File: src/rtl/imm_extend_pipe.sv
`default_nettype none
// imm_extend_pipe: registered immediate extension (sign/zero/upper/branch) behind a valid/ready handshake.
// Define IMMEXT_SKID_EN to add the skid register and a registered InReady.
module imm_extend_pipe #(
  parameter int IN_WIDTH  = 16,
  parameter int OUT_WIDTH = 32
) (
  input  logic                 Clk,
  input  logic                 Reset,
  input  logic                 InValid,
  output logic                 InReady,
  input  logic [IN_WIDTH-1:0]  In,
  input  logic [1:0]           Mode,
  output logic                 OutValid,
  input  logic                 OutReady,
  output logic [OUT_WIDTH-1:0] Out,
  output logic [1:0]           OutMode
);

  localparam int EXT = OUT_WIDTH - IN_WIDTH;

  localparam logic [1:0] MODE_SIGN   = 2'b00;
  localparam logic [1:0] MODE_ZERO   = 2'b01;
  localparam logic [1:0] MODE_UPPER  = 2'b10;
  localparam logic [1:0] MODE_BRANCH = 2'b11;

  typedef enum logic [1:0] {
    EMPTY = 2'd0,
    ONE   = 2'd1,
    TWO   = 2'd2
  } occ_t;

  if (IN_WIDTH < 2 || OUT_WIDTH < IN_WIDTH + 2) begin : g_param_check
    $error("imm_extend_pipe: need IN_WIDTH >= 2 and OUT_WIDTH >= IN_WIDTH+2");
  end

  logic [OUT_WIDTH-1:0] sext;
  logic [OUT_WIDTH-1:0] ext;
  occ_t                 state;
  occ_t                 state_n;
  logic                 accept;
  logic                 deliver;
  logic                 load_m_new;
  logic [OUT_WIDTH-1:0] m_data;
  logic [1:0]           m_mode;

  assign sext = {{EXT{In[IN_WIDTH-1]}}, In};

  // Branch form drops the top two sign bits by shifting the full-width sign extension.
  always_comb begin
    ext = sext;
    case (Mode)
      MODE_SIGN:   ext = sext;
      MODE_ZERO:   ext = {{EXT{1'b0}}, In};
      MODE_UPPER:  ext = {In, {EXT{1'b0}}};
      MODE_BRANCH: ext = sext << 2;
      default:     ext = sext;
    endcase
  end

  assign OutValid = (state != EMPTY);
  assign accept   = InValid && InReady;
  assign deliver  = OutValid && OutReady;
  assign Out      = m_data;
  assign OutMode  = m_mode;

`ifdef IMMEXT_SKID_EN
  logic                 load_m_skid;
  logic                 load_s;
  logic [OUT_WIDTH-1:0] s_data;
  logic [1:0]           s_mode;

  assign InReady = (state != TWO);
`else
  assign InReady = !OutValid || OutReady;
`endif

  always_ff @(posedge Clk or posedge Reset) begin
    if (Reset) begin
      state <= EMPTY;
    end else begin
      state <= state_n;
    end
  end

  always_comb begin
    state_n    = state;
    load_m_new = 1'b0;
`ifdef IMMEXT_SKID_EN
    load_m_skid = 1'b0;
    load_s      = 1'b0;
`endif
    case (state)
      EMPTY: begin
        if (accept) begin
          state_n    = ONE;
          load_m_new = 1'b1;
        end
      end
      ONE: begin
        if (accept && deliver) begin
          load_m_new = 1'b1;
        end else if (deliver) begin
          state_n = EMPTY;
`ifdef IMMEXT_SKID_EN
        end else if (accept) begin
          state_n = TWO;
          load_s  = 1'b1;
`endif
        end
      end
      TWO: begin
`ifdef IMMEXT_SKID_EN
        if (deliver) begin
          state_n     = ONE;
          load_m_skid = 1'b1;
        end
`else
        state_n = EMPTY;
`endif
      end
      default: state_n = EMPTY;
    endcase
  end

  always_ff @(posedge Clk or posedge Reset) begin
    if (Reset) begin
      m_data <= '0;
      m_mode <= '0;
    end else if (load_m_new) begin
      m_data <= ext;
      m_mode <= Mode;
`ifdef IMMEXT_SKID_EN
    end else if (load_m_skid) begin
      m_data <= s_data;
      m_mode <= s_mode;
`endif
    end
  end

`ifdef IMMEXT_SKID_EN
  always_ff @(posedge Clk or posedge Reset) begin
    if (Reset) begin
      s_data <= '0;
      s_mode <= '0;
    end else if (load_s) begin
      s_data <= ext;
      s_mode <= Mode;
    end
  end
`endif

endmodule
`default_nettype wire

File: config.mk
export PLATFORM = sky130hd
export DESIGN_NAME = imm_extend_pipe
export DESIGN_NICKNAME = d
export VERILOG_FILES = /design/src/rtl/imm_extend_pipe.sv
export SDC_FILE = /design/constraint.sdc
export NUM_CORES = 1
export LEC_CHECK = 0
export CAP_MARGIN = 30
export CORE_MARGIN = 4
export CORE_UTILIZATION = 41
export CTS_CLUSTER_DIAMETER = 30
export DETAILED_ROUTE_END_ITERATION = 7
export PLACE_DENSITY = 0.76
export RECOVER_POWER = 100
export SYNTH_ARGS = -nofsm -noshare
export SYNTH_HDL_FRONTEND = slang
export SYNTH_SLANG_ARGS = --single-unit
File: constraint.sdc
create_clock -name Clk -period 1.1 [get_ports Clk]
set_input_delay 0.22 -clock Clk [delete_from_list [all_inputs] [get_ports Clk]]
set_output_delay 0.22 -clock Clk [all_outputs]
set_load 0.01 [all_outputs]
==> metrics.cfg <==
[run_status]
outcome = complete, but fails checks
violations = negative setup slack

[place]
dp_slack_ns = -0.5004
gp_congestion = 0.8750
hpwl_um = 3257
dpl-instance-area_um2 = 2445
io_buffers = 57

[sta]
finalSetupViolations = 18
period_share = 1.048
timing.fmax_mhz = 867.7
clock_skew_ns = 0.007689
rsz0062_at_grt = yes
tightest_slew_ns = 0.4924
max_slew_margin = 0.6717
finalHoldViolCount = 0
final_max_slew_viol_count = 0
setup_slack_ns = -0.05242
fin_crit_ns = 1.152

[power]
sw_frac_of_total = 0.2862
power_frac_seq = 0.435
leakage_nw = 1.148
power.switching_mw = 1.033
vdd_drop_max_mv = 0.9213
comb_power_share = 0.283
clkPwrFrac = 0.282
intPower_mw = 2.577
power_density_nw_per_um2 = 1441

[floorplan]
fp.dieW_um = 73.51
core_area_um2 = 4086
die_y_um = 73.51
ios = 58
rows = 23
die-area_um2 = 5403
start_util = 0.4305

[cells_and_area]
postLayoutCellArea_um2 = 2505
diodes = 0
fillers = 394
final_common_cell = a21oi_1
syn_to_final_growth_pct = 42.39
final_cell_mix = 45 x a21oi_1, 36 x buf_2, 35 x dfrtp_1, 20 x buf_4, 16 x clkdlybuf4s50_1
nNetsFinal = 270
drive_gt1_frac = 0.3775

[detailed_routing]
drt-pass1-iter-count = 4
vias_per_cell = 5.247
totalWireLength_um = 4779
wl_per_cell_um = 15.98
drtIter0Drc = 71
via_count = 1569
drc = 0
detail-route-antenna-nets = 0

[yosys]
syn_inst = 172
synth.distinct_cells = 22
synth_nets = 194
synth_enable_flop_cells = 0
yosysSeqAreaShare = 0.4979
synth.largest_area_cell = dfrtp_1
synth.area.top_cells = dfrtp_1 50%, a21oi_1 13%, o22a_1 7.0%
yosysTopAreaCellShare = 0.4979
synth-warning-count = 0
syn_area_um2 = 1759
async_flop_share = 1.000
avgSynthCellArea_um2 = 10.23
yosys_register_bits = 35
ys.flop_type = dfrtp_1

[worst_hold_path]
hold_depth = 3
hold_class = in -> reg

[clock_tree]
cts_buffers = 5
holdBufCountCts = 0
cts_root_buf = clkbuf_8
clock_latency_ns = 0.29
htree_levels = 2
clock_sinks = 35
cts_tree = built
cts.clk_slew.worst_paths_ns = 0.07
clockBufferDepth = 2

[worst_setup_path]
r2r-end = Out[18]$_DFFE_PP0P_
crit_path_cell_trace = nand2b_4 -> buf_2
reg2reg_from = state[0]$_DFFE_PP0P_
rrSetupSlack_ns = -0.05
crit_path_start = state[0]$_DFFE_PP0P_
cp_data_required_time_ns = 0.88
crit_path_max_fanout = 5
cp.depth = 2
r2r_cells = 4
cp_top_family = flip-flops
critPathCapture = InReady
cp_num_buf_inv = 1
cpPeakStageDelay_ns = 0.41
cp.arrival_ns = 0.93
cp_slowest_cell = dfrtp_1
cp-end-kind = output pin
start_kind = flop
crit_type = reg -> out

[global_routing]
met1_usage = 0.2306
grt_use_total = 0.1836
use_met3 = 0.04651
antenna_found_initial = 0
gr-usage-met2 = 0.3100
grt_pass1_vias = 1599
top_usage_layer = met2
grt_first_pass_wirelength_um = 7555
grt_start_max_net_pins = 36
grt_overflow = 0

[flow_run]
drv_cap = 0

==> worst min-delay path, delay by kind of cell <==
family                 cells  cell delay (ns)
buffers and inverters      1             0.18
AO/OA/AOI/OAI              2             0.18
==> routing by layer <==
metal	wire, um	vias to the layer above	share of wire
met3	332	7	0.069
li1	-	756	-
met5	0	-	0
met4	53	0	0.011
met1	2120	750	0.44
met2	2272	56	0.48
==> cells in the mapped netlist (2+ instances only) <==
library cell	instances
nand2_1	15
a21oi_1	47
mux2_2	5
nand2b_4	2
dfrtp_1	35
buf_4	2
buf_6	7
nor2b_1	15
buf_2	8
o22a_1	14
a21oi_2	9
inv_1	3
==> power by group through the flow <==
stage | registers, mW | clock network, mW | logic [mW]
finish | 1.57 | 1.02 | 1.02
global route | 1.60 | 1.10 | 1.12
CTS | 1.57 | 1.04 | 1.00
floorplan | 1.68 | 0 | 0.425
global placement | 1.60 | 0 | 1.09
detailed placement | 1.60 | 0 | 1.11
==> through the flow <==
step | total power [mW] | utilization | hold slack (ns) | setup TNS (ns) | std cells
after CTS | 3.614 | 0.5980 | 0.2940 | -1.031 | 296
after global placement | 2.693 | 0.5983 | 0.4951 | -15.45 | 279
after detailed placement | 2.714 | 0.5983 | 0.4976 | -15.97 | 279
final | 3.610 | 0.6130 | 0.3274 | -0.5222 | 299
after global routing | 3.813 | 0.6130 | 0.3463 | -2.106 | 299
after floorplan | 2.110 | - | 0.3710 | -1.718 | 172
==> what timing repair did <==
item                                    CTS  global route
setup buffers                             8             0
cloned                                    1             3
gates resized for setup                 152             6
endpoints found under the hold margin     0             0
endpoints found under the setup margin   70            36
pin swaps                                 1             1
==> how the worst min path moves through the flow <==
stage | from | end
after detailed placement | Out[19]$_DFFE_PP0P_ | Out[19]$_DFFE_PP0P_
after floorplan | Reset | OutMode[0]$_DFFE_PP0P_
after global placement | Out[25]$_DFFE_PP0P_ | Out[25]$_DFFE_PP0P_
after CTS | Reset | OutMode[1]$_DFFE_PP0P_
after global routing | InValid | Out[31]$_DFFE_PP0P_
final | InValid | Out[31]$_DFFE_PP0P_
==> state kept, by name, summed over array words and instances (netlist names) <==
| signal | flops |
|---|---|
| OutMode | 2 |
| Out | 32 |
| state | 1 |
==> cell type report <==
| class | instances | area [um2] | area share |
|---|---|---|---|
| multi-input combinational | 118 | 783.3 | 0.3127 |
| sequential | 35 | 875.8 | 0.3497 |
| inverter | 3 | 11.26 | 0.004496 |
| tap | 50 | 62.56 | 0.02498 |
| timing repair buffer | 85 | 671.9 | 0.2682 |
| clock buffer | 8 | 100.1 | 0.03996 |
==> logic make-up (layout without fill, tap and decap cells) <==
group,Yosys count,in the layout,synth area share
flops,35,35,0.4979
simple gates,37,39,0.1209
mux,5,5,0.03200
buf+inv,21,96,0.08464
compound gates,74,74,0.2646
No activity file was read; power rests on OpenSTA's default activity.
